### src/rtl/watch_time_master.sv
// Avalon-MM master that polls a millisecond tick counter, keeps hh:mm:ss and
// pushes the packed BCD time to the display slave whenever the seconds change.
module watch_time_master #(
  parameter int                     MADDR_WIDTH   = 8,
  parameter int                     DATA_WIDTH    = 32,
  parameter logic [MADDR_WIDTH-1:0] TIMER_ADDR    = 8'h00,
  parameter logic [MADDR_WIDTH-1:0] DISP_ADDR     = 8'h10,
  parameter int                     TICKS_PER_SEC = 1000,
  parameter int                     POLL_CYCLES   = 50000
) (
  input  logic                   clk,
  input  logic                   reset,
  output logic [MADDR_WIDTH-1:0] avm_address,
  output logic                   avm_read,
  output logic                   avm_write,
  output logic [DATA_WIDTH-1:0]  avm_writedata,
  input  logic [DATA_WIDTH-1:0]  avm_readdata,
  input  logic                   avm_waitrequest,
  input  logic                   set_valid,
  input  logic [4:0]             set_hh,
  input  logic [5:0]             set_mm,
  input  logic [5:0]             set_ss,
  output logic                   set_err,
  output logic [4:0]             hh,
  output logic [5:0]             mm,
  output logic [5:0]             ss
);

  localparam int PCW = 20;
  localparam logic [PCW-1:0]        POLL_LAST = PCW'(POLL_CYCLES - 1);
  localparam logic [DATA_WIDTH-1:0] TPS       = DATA_WIDTH'(TICKS_PER_SEC);
  localparam logic [DATA_WIDTH-1:0] DELTA_MAX = {1'b1, {(DATA_WIDTH-1){1'b0}}};

  typedef enum logic [1:0] {IDLE, READ, CALC, WRITE} state_t;

  function automatic logic [7:0] to_bcd(input logic [5:0] bin);
    logic [3:0] tens;
    logic [3:0] ones;
    tens = 4'(bin / 6'd10);
    ones = 4'(bin % 6'd10);
    return {tens, ones};
  endfunction

  function automatic logic [DATA_WIDTH-1:0] pack_time(input logic [4:0] h,
                                                      input logic [5:0] m,
                                                      input logic [5:0] s);
    return DATA_WIDTH'({8'h00, 2'b00, 6'(to_bcd({1'b0, h})), 1'b0,
                        7'(to_bcd(m)), 1'b0, 7'(to_bcd(s))});
  endfunction

  state_t                   state_q, state_d;
  logic [PCW-1:0]           poll_cnt_q, poll_cnt_d;
  logic                     poll_pend_q, poll_pend_d;
  logic                     set_pend_q, set_pend_d;
  logic [4:0]               set_hh_q, set_hh_d;
  logic [5:0]               set_mm_q, set_mm_d;
  logic [5:0]               set_ss_q, set_ss_d;
  logic                     set_err_q, set_err_d;
  logic                     base_q, base_d;
  logic                     adv_q, adv_d;
  logic [DATA_WIDTH-1:0]    last_ticks_q, last_ticks_d;
  logic [DATA_WIDTH-1:0]    ms_acc_q, ms_acc_d;
  logic [4:0]               t_hh_q, t_hh_d;
  logic [5:0]               t_mm_q, t_mm_d;
  logic [5:0]               t_ss_q, t_ss_d;
  logic [4:0]               hh_q, hh_d;
  logic [5:0]               mm_q, mm_d;
  logic [5:0]               ss_q, ss_d;
  logic [MADDR_WIDTH-1:0]   avm_address_q, avm_address_d;
  logic                     avm_read_q, avm_read_d;
  logic                     avm_write_q, avm_write_d;
  logic [DATA_WIDTH-1:0]    avm_writedata_q, avm_writedata_d;
  logic [DATA_WIDTH-1:0]    delta_raw;
  logic [DATA_WIDTH-1:0]    delta_sat;

  always_comb begin
    state_d         = state_q;
    poll_cnt_d      = poll_cnt_q + 20'd1;
    poll_pend_d     = poll_pend_q;
    set_pend_d      = set_pend_q;
    set_hh_d        = set_hh_q;
    set_mm_d        = set_mm_q;
    set_ss_d        = set_ss_q;
    set_err_d       = 1'b0;
    base_d          = base_q;
    adv_d           = adv_q;
    last_ticks_d    = last_ticks_q;
    ms_acc_d        = ms_acc_q;
    t_hh_d          = t_hh_q;
    t_mm_d          = t_mm_q;
    t_ss_d          = t_ss_q;
    hh_d            = t_hh_q;
    mm_d            = t_mm_q;
    ss_d            = t_ss_q;
    avm_address_d   = avm_address_q;
    avm_read_d      = avm_read_q;
    avm_write_d     = avm_write_q;
    avm_writedata_d = avm_writedata_q;
    delta_raw       = avm_readdata - last_ticks_q;
    delta_sat       = (delta_raw > DELTA_MAX) ? DELTA_MAX : delta_raw;

    if (poll_cnt_q == POLL_LAST) begin
      poll_cnt_d = {PCW{1'b0}};
    end else begin
      poll_cnt_d = poll_cnt_q + 20'd1;
    end

    case (state_q)
      IDLE: begin
        if (set_pend_q) begin
          set_pend_d      = 1'b0;
          t_hh_d          = set_hh_q;
          t_mm_d          = set_mm_q;
          t_ss_d          = set_ss_q;
          ms_acc_d        = {DATA_WIDTH{1'b0}};
          avm_address_d   = DISP_ADDR;
          avm_write_d     = 1'b1;
          avm_writedata_d = pack_time(set_hh_q, set_mm_q, set_ss_q);
          state_d         = WRITE;
        end else if (poll_pend_q) begin
          poll_pend_d   = 1'b0;
          avm_address_d = TIMER_ADDR;
          avm_read_d    = 1'b1;
          state_d       = READ;
        end else begin
          state_d = IDLE;
        end
      end
      READ: begin
        if (!avm_waitrequest) begin
          avm_read_d   = 1'b0;
          last_ticks_d = avm_readdata;
          if (!base_q) begin
            base_d  = 1'b1;
            state_d = IDLE;
          end else begin
            ms_acc_d = ms_acc_q + delta_sat;
            adv_d    = 1'b0;
            state_d  = CALC;
          end
        end else begin
          state_d = READ;
        end
      end
      CALC: begin
        // One second per cycle keeps the carry chain short; large deltas just take longer.
        if (ms_acc_q >= TPS) begin
          ms_acc_d = ms_acc_q - TPS;
          adv_d    = 1'b1;
          if (t_ss_q == 6'd59) begin
            t_ss_d = 6'd0;
            if (t_mm_q == 6'd59) begin
              t_mm_d = 6'd0;
              t_hh_d = (t_hh_q == 5'd23) ? 5'd0 : t_hh_q + 5'd1;
            end else begin
              t_mm_d = t_mm_q + 6'd1;
            end
          end else begin
            t_ss_d = t_ss_q + 6'd1;
          end
        end else if (adv_q) begin
          avm_address_d   = DISP_ADDR;
          avm_write_d     = 1'b1;
          avm_writedata_d = pack_time(t_hh_q, t_mm_q, t_ss_q);
          state_d         = WRITE;
        end else begin
          state_d = IDLE;
        end
      end
      WRITE: begin
        if (!avm_waitrequest) begin
          avm_write_d = 1'b0;
          state_d     = IDLE;
        end else begin
          state_d = WRITE;
        end
      end
      default: begin
        avm_read_d  = 1'b0;
        avm_write_d = 1'b0;
        state_d     = IDLE;
      end
    endcase

    // A wrap always re-arms the poll, even on the cycle a read is being launched.
    if (poll_cnt_q == POLL_LAST) begin
      poll_pend_d = 1'b1;
    end else begin
      poll_pend_d = poll_pend_d;
    end

    if (set_valid) begin
      if ((set_hh > 5'd23) || (set_mm > 6'd59) || (set_ss > 6'd59)) begin
        set_err_d = 1'b1;
      end else begin
        set_pend_d = 1'b1;
        set_hh_d   = set_hh;
        set_mm_d   = set_mm;
        set_ss_d   = set_ss;
      end
    end else begin
      set_err_d = 1'b0;
    end
  end

  always_ff @(posedge clk or posedge reset) begin
    if (reset) begin
      state_q         <= IDLE;
      poll_cnt_q      <= {PCW{1'b0}};
      poll_pend_q     <= 1'b0;
      set_pend_q      <= 1'b0;
      set_hh_q        <= 5'd0;
      set_mm_q        <= 6'd0;
      set_ss_q        <= 6'd0;
      set_err_q       <= 1'b0;
      base_q          <= 1'b0;
      adv_q           <= 1'b0;
      last_ticks_q    <= {DATA_WIDTH{1'b0}};
      ms_acc_q        <= {DATA_WIDTH{1'b0}};
      t_hh_q          <= 5'd0;
      t_mm_q          <= 6'd0;
      t_ss_q          <= 6'd0;
      hh_q            <= 5'd0;
      mm_q            <= 6'd0;
      ss_q            <= 6'd0;
      avm_address_q   <= {MADDR_WIDTH{1'b0}};
      avm_read_q      <= 1'b0;
      avm_write_q     <= 1'b0;
      avm_writedata_q <= {DATA_WIDTH{1'b0}};
    end else begin
      state_q         <= state_d;
      poll_cnt_q      <= poll_cnt_d;
      poll_pend_q     <= poll_pend_d;
      set_pend_q      <= set_pend_d;
      set_hh_q        <= set_hh_d;
      set_mm_q        <= set_mm_d;
      set_ss_q        <= set_ss_d;
      set_err_q       <= set_err_d;
      base_q          <= base_d;
      adv_q           <= adv_d;
      last_ticks_q    <= last_ticks_d;
      ms_acc_q        <= ms_acc_d;
      t_hh_q          <= t_hh_d;
      t_mm_q          <= t_mm_d;
      t_ss_q          <= t_ss_d;
      hh_q            <= hh_d;
      mm_q            <= mm_d;
      ss_q            <= ss_d;
      avm_address_q   <= avm_address_d;
      avm_read_q      <= avm_read_d;
      avm_write_q     <= avm_write_d;
      avm_writedata_q <= avm_writedata_d;
    end
  end

  assign avm_address   = avm_address_q;
  assign avm_read      = avm_read_q;
  assign avm_write     = avm_write_q;
  assign avm_writedata = avm_writedata_q;
  assign set_err       = set_err_q;
  assign hh            = hh_q;
  assign mm            = mm_q;
  assign ss            = ss_q;

endmodule

### config.mk
export PLATFORM = sky130hd
export DESIGN_NAME = watch_time_master
export DESIGN_NICKNAME = d
export VERILOG_FILES = /design/src/rtl/watch_time_master.sv
export SDC_FILE = /design/constraint.sdc
export NUM_CORES = 1
export LEC_CHECK = 0
export ABC_AREA = 1
export CORE_UTILIZATION = 35
export DETAILED_ROUTE_END_ITERATION = 6
export PLACE_DENSITY = 0.54
export SKIP_LAST_GASP = 1
export SLEW_MARGIN = 40
export SYNTH_ARGS = -nofsm -noshare
export SYNTH_HDL_FRONTEND = slang
export SYNTH_SLANG_ARGS = --single-unit
### constraint.sdc
create_clock -name clk -period 11.2 [get_ports clk]
set_input_delay 1.68 -clock clk [delete_from_list [all_inputs] [get_ports clk]]
set_output_delay 1.68 -clock clk [all_outputs]
set_load 0.03 [all_outputs]
---- Yosys cells after proc, flatten, opt, wreduce, memory -nomap -nowiden ----
Index checks and enable logic that the tools add are counted.
Widths: inputs -> output; s select.
word-level totals
  logic and storage cells ................. 148
  output and inout bits ................... 60
  input port bits ......................... 53
  flip-flop bits (word level) ............. 184
cells by class
  $add $sub $neg .......................... 7
  muxes and demuxes ....................... 59
  reductions and logical operators ........ 21
  order comparisons ....................... 5
  bitwise operators ....................... 2
  divide/modulo/power cells ............... 12
  equality and inequality tests ........... 20
operator list
  cell                    number
  $mux 32                 8
  $pmux 32 s3             1
  $pmux 32 s2             1
  $mux 6                  7
  $add 32x32->32          1
  $ge 32x10->1 const B    1
  $gt 32x32->1 const B    1
  $mux 8                  4
  $sub 32x10->32 const B  1
  $sub 32x32->32          1
  $mux 5                  5
  $div 6x4->6 const B     4
  $mod 6x4->6 const B     4
  $pmux 6 s2              2
  $ne 2x2->1 const B      11
  $add 20x1->20 const B   1
  $eq 20x16->1 const B    1
  $mux 20                 1
  $reduce_and 4->1        5
  $mux 1                  18
  $pmux 8 s2              1
  $reduce_and 5->1        3
  $add 6x1->6 const B     2
  $div 5x4->6 const B     2
  22 further kinds        40

---- Longest topological paths before layout ----
Gate-level depths: netlist of run 1.
  depth after elaboration ................. 7
  gate-level depth with buffers ........... 38
  gate-level depth less buffers ........... 37

---- Least setup slack after synthesis of run 1 ----
Ideal clock, no wire load.
  path kind ............................... input -> register
  start point ............................. in avm_readdata[0]
  end point ............................... reg ms_acc_q[20]
  path slack .............................. 5.790 ns
  setup time .............................. 0.116 ns
  path buffers ............................ 1
  arrival time ............................ 5.294 ns
  data required time ...................... 11.084 ns
  stages on the path ...................... 34
  path through ............................ inv_1 -> ha_1 -> fa_1 -> inv_1 -> nand3_1 -> nand3_1 -> nand2_1 -> nand2_1 -> nand2_1 -> nand4_1 -> nand2_1 -> nor2_1 -> nand2_1 -> nor2_2 -> nand3_2 -> buf_6 -> a21oi_1 -> ha_1 -> fa_1 -> nand2_1 -> o21ai_0 -> nand2_1 -> nand2_1 -> inv_1 -> o21ai_0 -> nand2_1 -> nand2_1 -> nand2_1 -> nand2_1 -> nand2_1 -> nand3_1 -> nand2_1 -> nand2_1 -> nand2_1
on the way
  word-level cells in the longest chain between the ends .. 7
ends and longest elaborated chain
  item                  RTL line  text
  start, declared       17        input logic [DATA_WIDTH-1:0] avm_readdata,
  $sub 32x32->32 *      99        delta_raw = avm_readdata - last_ticks_q;
  $gt 32x32->1          100       delta_sat = (delta_raw > DELTA_MAX) ? DELTA_MAX : delta_raw;
  $mux 32 *             100
  $add 32x32->32 *      137       ms_acc_d = ms_acc_q + delta_sat;
  $mux 32 *             133       if (!base_q) begin
  $mux 32 *             130       if (!avm_waitrequest) begin
  $pmux 32 s3 *         108       case (state_q)
  end signal, assigned  219       ms_acc_q <= {DATA_WIDTH{1'b0}};
  end signal, assigned  242       ms_acc_q <= ms_acc_d;
  end, declared         62        logic [DATA_WIDTH-1:0] ms_acc_q, ms_acc_d;
Every way passes the cells marked *; elsewhere a longest branch is shown, timed or not. The select of a mux whose other input is x is not followed.
A chain may end at the register's enable or synchronous reset.

---- Worst setup path in the final report of run 1 ----
  start point ............................. in avm_readdata[12]
  end point ............................... reg ms_acc_q[20]
The elaborated chain is that of the path after synthesis.

==> qor.csv, run 1 <==
stage,metric,value,unit
routing,Post-Route WL,38200,µm
power_and_ir_drop,Power Density,298,nW/µm²
routing,via count,13000,
floorplanning,Core Rows,71,
synthesis,most frequent cells after synthesis,"612 x nand2_1, 337 x inv_1, 199 x nor2_1, 165 x dfrtp_1, 148 x o21ai_0",
clocking,Num CTS Buffers,17,
power_and_ir_drop,Seq pwr share,20.7,%
floorplanning,starting density of the core,35.8,%
finish,fillcell total,4080,
worst_setup_path,WS Path Type,in -> reg,
routing,DRT iter0 DRCs,728,
synthesis,Netlist cell types,50,
finish,Final nets,2309,
clocking,H-tree depth,4,
sta,Max Clk Rate,145,MHz
routing,Post-route DRC,0,
clocking,Worst-path clk slew,70,ps
global_routing,vias in the first global route,12600,
place,port bufs,93,
clocking,cts hold-fix bufs,0,
power_and_ir_drop,Switching Fraction,53.9,%
power_and_ir_drop,total power,4.62,mW
sta,TNS Setup,0,ps
floorplanning,Die Ht,199,µm
global_routing,initial antenna violation count,0,
synthesis,largest cells by area after synthesis,"dfrtp_1 30%, nand2_1 17%, inv_1 9.3%",
floorplanning,width of the die,199,µm
worst_hold_path,class of the worst hold path,reg -> reg,
power_and_ir_drop,Psw,2.49,mW
global_routing,first-pass GRT wire length,63700,µm
status,status,finished clean,
sta,Slew Limit Fails,0,
synthesis,Syn Inst Count,2090,
finish,Area Growth Syn to Fin,14.2,%
routing,WL/cell,14.2,µm
power_and_ir_drop,Logic pwr share,66.3,%
sta,post-route clock period utilization,61.7,%
worst_setup_path,Critical Path AT,7260,ps
synthesis,Mapped Area,13600,µm²
flow_run,Max Cap Violations,0,
sta,RSZ-0062 raised after global routing,false,
clocking,clk_lat worst skew,460,ps
synthesis,post-synthesis sequential area ratio,30.4,%
routing,Antenna Nets Post-Route,0,
sta,Slew HR,50.5,%
floorplanning,IO Count,113,
synthesis,synthesis-stage register bit count,165,
worst_setup_path,Slowest cell on crit path,nand3_2,
routing,Initial DRT Pass Iterations,7,
floorplanning,core area,37900,µm²
worst_setup_path,CP peak stage delay,590,ps
synthesis,"EDFF count, synth",0,
global_routing,GRT Util Overall,20.3,%
synthesis,Main synth FF type,dfrtp_1,
power_and_ir_drop,Int Pwr,2.13,mW
clocking,CTS tree,yes,
floorplanning,die area,39600,µm²
synthesis,Async SR Flop Fraction,100,%
power_and_ir_drop,share of total power in the clock network,12.9,%
synthesis,top-count cell post-synth,nand2_1,
sta,Final min period,6910,ps
sta,final-report setup violation count,0,
clocking,total setup buffers inserted after CTS,0,
global_routing,grt ovf,0,
synthesis,"Avg Cell Area, Syn",6.50,µm²
clocking,Max clock buf depth,2,
worst_setup_path,"most used cell, CP",nand2_1,
sta,Worst Skew,14.6,ps
place,dpl hpwl,30100,µm
worst_setup_path,CP endpoint kind,flop,
power_and_ir_drop,VDD IR max,147,µV
synthesis,share of the synthesized area in the top cell type,30.4,%
worst_setup_path,CP required,11550,ps
global_routing,largest net degree at the start of global routing,93,
sta,Slew @ Worst Pin,736,ps
place,GP Congestion,0.948,
synthesis,yosys warns,0,
worst_setup_path,startpoint class of the critical path,input port,
sta,Final Hold Viols,0,
clocking,clock root buffer,clkbuf_16,
routing,DR vias/cell,4.81,
synthesis,Yosys top cell by area,dfrtp_1,
power_and_ir_drop,Lkg Pwr,8.05,nW
finish,Antenna Cells,0,
worst_setup_path,worst-path fanout max,31,
finish,layout cells sized above 1,5.27,%
clocking,clk sinks,165,
worst_setup_path,Reg2Reg Setup Slack,5590,ps
clocking,# resized after CTS,0,
power groups by stage:
stage | logic [mW] | clock network (mW) | registers, mW
2_1_floorplan | 2.18 | 0 | 1.05
3_3_place_gp | 3.03 | 0 | 0.968
3_5_place_dp | 3.05 | 0 | 0.968
4_1_cts | 3.07 | 0.615 | 0.961
5_1_grt | 3.49 | 0.637 | 0.987
6_report | 3.06 | 0.596 | 0.958
routing by layer:
layer	GRT usage, %	part of all wire, %	vias to the layer above
met5	0	0	-
met3	2.87	4.6	35
met4	5.95	1.5	0
met2	32.3	44	286
met1	28.2	50	5880
li1	-	-	6754
layout by cell type, fill, tap and decap left out, types with 4 or more instances in the layout:
cell and instances:
a21boi_0 4, a21o_1 6, a21oi_1 135, a21oi_2 13, and2_1 15, buf_4 6, clkbuf_16 17, clkdlybuf4s50_1 93
conb_1 19, dfrtp_1 165, ha_1 83, inv_1 334, inv_2 5, inv_6 5, inv_8 4, nand2_1 611
nand2_2 16, nand3_1 120, nand3b_1 7, nand4_1 26, nor2_1 199, nor2_2 9, nor3_1 23, nor4_1 4
o21ai_0 148, o21ai_1 4, o21ai_2 7, o21bai_1 4, o22ai_1 7, or2_2 8, xnor2_1 17, xor2_1 25
critical path: cells and delay by family:
| family | cells | cell delay [ps] |
|---|---|---|
| AND/OR/NAND/NOR | 24 | 3070 |
| AO/OA/AOI/OAI | 3 | 1100 |
| adder cells (fa/ha/maj) | 3 | 830 |
| buffers and inverters | 3 | 580 |
cells by family (layout without fill, tap and decap cells):
| logic type | Yosys count | in the layout | share of synthesized area, % |
|---|---|---|---|
| simple gates | 1048 | 1048 | 32.3 |
| flops | 165 | 165 | 30.4 |
| compound gates | 347 | 347 | 14.3 |
| fa+ha+maj | 86 | 86 | 8.03 |
| other cells | 1 | 19 | 0.0276 |
| mux | 2 | 2 | 0.157 |
| xor+xnor | 42 | 42 | 2.71 |
| buf+inv | 399 | 474 | 12.1 |
path summary, 6_finish.rpt:
kind / depth (start not counted) / to / startpoint
min in group asynchronous: 2 / hh[4] / reset
hold reg to reg: 0 / mm[1] / mm_d[1]
setup / recovery: 33 / ms_acc_q[20] / avm_readdata[12]
hold / removal: 0 / mm[1] / mm_d[1]
max in group asynchronous: 3 / avm_writedata[1] / reset
setup reg to reg: 33 / ms_acc_q[20] / last_ticks_q[12]
final cells by class:
type	instances	area, µm²	area share, %
clock buffers	17	425	2.74
repair buffers	100	987	6.36
flip-flops and latches	165	4130	26.6
well taps	511	639	4.12
inverters	342	1290	8.32
clock inverters	15	158	1.02
multi-input cells	1544	7890	50.8
flip-flops by register name, indices dropped and copies added (netlist names), 5 cells and up:
signal and count:
avm_writedata 20, hh 5, hh_d 5, last_ticks_q 32, mm 6, mm_d 6, ms_acc_q 32, poll_cnt_q 20
set_hh_q 5, set_mm_q 6, set_ss_q 6, ss 6, ss_d 6
per-stage QoR:
step / cell area (µm²) / util, % / worst slack, ps / hold WS, ps / cells
2_1_floorplan: 13700 / - / 5060 / 374 / 2108
3_3_place_gp: 14900 / 39.3 / 3930 / 414 / 2662
3_5_place_dp: 14900 / 39.4 / 3980 / 419 / 2662
4_1_cts: 15500 / 40.9 / 4450 / 432 / 2694
5_1_grt: 15500 / 40.9 / 3790 / 457 / 2694
6_report: 15500 / 40.9 / 4290 / 422 / 2694
Note: power is estimated with default switching activity, not from simulation.
==> run 2: changes to the inputs <==
==> constraint.sdc (replaced) <==
create_clock -name clk -period 6.66 [get_ports clk]
set_input_delay 0.999 -clock clk [delete_from_list [all_inputs] [get_ports clk]]
set_output_delay 0.999 -clock clk [all_outputs]
set_load 0.03 [all_outputs]
==> qor.csv, run 2 (synthesis gave the netlist of run 1 again) <==
stage,metric,value,unit,change
routing,via count,13000,,+0.49%
worst_setup_path,"most used cell, CP",nand2_1,,
floorplanning,Core Rows,71,,unchanged
worst_setup_path,startpoint class of the critical path,input port,,
floorplanning,die area,39600,µm²,unchanged
sta,Slew @ Worst Pin,781,ps,+45.0 ps
finish,biggest regs,"last_ticks_q: 32 flops, ms_acc_q: 32 flops",,
finish,most frequent cells in the layout,"611 x nand2_1, 335 x inv_1, 199 x nor2_1",,
sta,Final min period,5780,ps,
finish,Area Growth Syn to Fin,14.5,%,
routing,DR vias/cell,4.83,,+0.34%
clocking,# resized after CTS,0,,unchanged
sta,Worst Skew,23.4,ps,+8.86 ps
status,status,finished clean,,
global_routing,largest net degree at the start of global routing,63,,-32%
worst_setup_path,Critical Path AT,6140,ps,-1120 ps
clocking,CTS tree,yes,,
routing,Antenna Nets Post-Route,0,,unchanged
worst_setup_path,CP endpoint kind,flop,,
clocking,Max clock buf depth,2,,unchanged
place,GP Congestion,0.928,,-2.0%
power_and_ir_drop,VDD IR max,292,µV,+99%
finish,Final nets,2313,,+0.17%
sta,setup ws final,876,ps,-3420 ps
clocking,Worst-path clk slew,70,ps,about the same
place,placed insts,2666,,+0.15%
floorplanning,core area,37900,µm²,unchanged
clocking,clk sinks,165,,unchanged
worst_setup_path,CP peak stage delay,460,ps,-130 ps
routing,Post-Route WL,39000,µm,+2.3%
finish,"most common cell after layout, fill and taps aside",nand2_1,,
worst_hold_path,class of the worst hold path,reg -> reg,,
global_routing,initial antenna violation count,0,,unchanged
clocking,Num CTS Buffers,17,,unchanged
finish,Final Non-Filler Cells,2698,,+0.15%
worst_setup_path,Slowest cell on crit path,clkdlybuf4s50_1,,
sta,post-route clock period utilization,86.8,%,
clocking,clk_lat worst skew,470,ps,about the same
floorplanning,starting density of the core,35.8,%,unchanged
place,pre-CTS setup slack,514,ps,-3460 ps
finish,Antenna Cells,0,,unchanged
sta,Slew HR,47.9,%,-2.6 points
worst_setup_path,WS Path Type,in -> reg,,
clocking,cts hold-fix bufs,0,,unchanged
sta,Max Clk Rate,173,MHz,
global_routing,GRT Util Overall,20.6,%,+0.33 points
sta,Slew Limit Fails,0,,unchanged
flow_run,Max Cap Violations,0,,unchanged
floorplanning,width of the die,199,µm,unchanged
clocking,clock root buffer,clkbuf_16,,
sta,final-report setup violation count,0,,unchanged
power_and_ir_drop,Power Density,504,nW/µm²,+69%
routing,Initial DRT Pass Iterations,5,,-2
worst_setup_path,CP required,7010,ps,-4540 ps
global_routing,grt ovf,0,,unchanged
place,port bufs,93,,unchanged
sta,Final Hold Viols,0,,unchanged
global_routing,vias in the first global route,12300,,-2.4%
worst_setup_path,worst-path fanout max,13,,-58%
sta,TNS Setup,0,ps,unchanged
floorplanning,IO Count,113,,unchanged
sta,RSZ-0062 raised after global routing,false,,
clocking,total setup buffers inserted after CTS,0,,unchanged
routing,Post-route DRC,0,,unchanged
power_and_ir_drop,Lkg Pwr,8.07,nW,+0.23%
global_routing,first-pass GRT wire length,64100,µm,+0.65%
routing,DRT iter0 DRCs,870,,+20%
finish,layout cells sized above 1,5.44,%,+0.17 points
floorplanning,Die Ht,199,µm,unchanged
clocking,H-tree depth,4,,unchanged
place,dpl hpwl,30700,µm,+2.0%
routing,WL/cell,14.5,µm,+2.1%
run 2: cell types whose count changed in the layout (fill, tap and decap cells not counted), sizes merged:
cell | previous run | this run
buf | 7 | 11
bufinv | 0 | 1
clkbuf | 17 | 18
clkinv | 8 | 3
clkinvlp | 0 | 3
run 2: per-stage QoR:
stage          power, mW  instance area [µm²]  utilization, %  hold slack (ps)
4_1_cts             7.89                15600            41.0              416
2_1_floorplan       5.43                13700               -              374
6_report            7.84                15600            41.0              409
3_5_place_dp        6.79                15000            39.4              399
5_1_grt             8.66                15600            41.0              423
3_3_place_gp        6.75                15000            39.4              409
run 2: critical path: cells and delay by family:
family	cells	cell delay, ps
compound gates	5	950
buf+inv	4	870
simple gates	18	2310
fa+ha+maj	3	970
run 2: area by class of cell:
class / count / area (µm²)
clock buffers: 18 / 439
clock inverters: 14 / 158
fillers: 4013 / 22400
inverters: 342 / 1290
multi-input cells: 1544 / 7890
flip-flops and latches: 165 / 4130
well taps: 511 / 639
repair buffers: 104 / 1020
run 2: worst paths after layout:
kind / from / endpoint / depth (start not counted) / slack (ps)
min in group asynchronous: reset / avm_writedata[16] / 2 / 980
worst min register to register: mm_d[1] / mm[1] / 0 / 410
worst min-delay path: mm_d[1] / mm[1] / 0 / 410
worst max register to register: last_ticks_q[0] / ms_acc_q[19] / 28 / 1580
max in group asynchronous: reset / last_ticks_q[26] / 3 / 4630
worst max-delay path: avm_readdata[0] / ms_acc_q[19] / 30 / 880
run 2: layer usage:
metal / vias up / GRT usage [%] / wire (µm)
li1: 6764 / - / -
met4: 0 / 5.61 / 522
met1: 5963 / 28.7 / 19500
met5: - / 0 / 0
met3: 31 / 3.26 / 1680
met2: 260 / 32.7 / 17300
run 2: report_power, final:
| group | internal, mW | switching (mW) | total (mW) |
|---|---|---|---|
| clock network | 0.543 | 0.494 | 1.04 |
| logic | 1.74 | 3.45 | 5.19 |
| registers | 1.35 | 0.263 | 1.61 |
==> run 3: changes to the inputs <==
--- a/config.mk
+++ b/config.mk
@@ -7,6 +7,7 @@
 export LEC_CHECK = 0
 export ABC_AREA = 1
 export CORE_UTILIZATION = 35
+export CTS_CLUSTER_DIAMETER = 50
 export DETAILED_ROUTE_END_ITERATION = 6
 export PLACE_DENSITY = 0.54
 export SKIP_LAST_GASP = 1
==> results of run 3 <==
No change in the layout: final DEF, timing and power equal those of run 2.
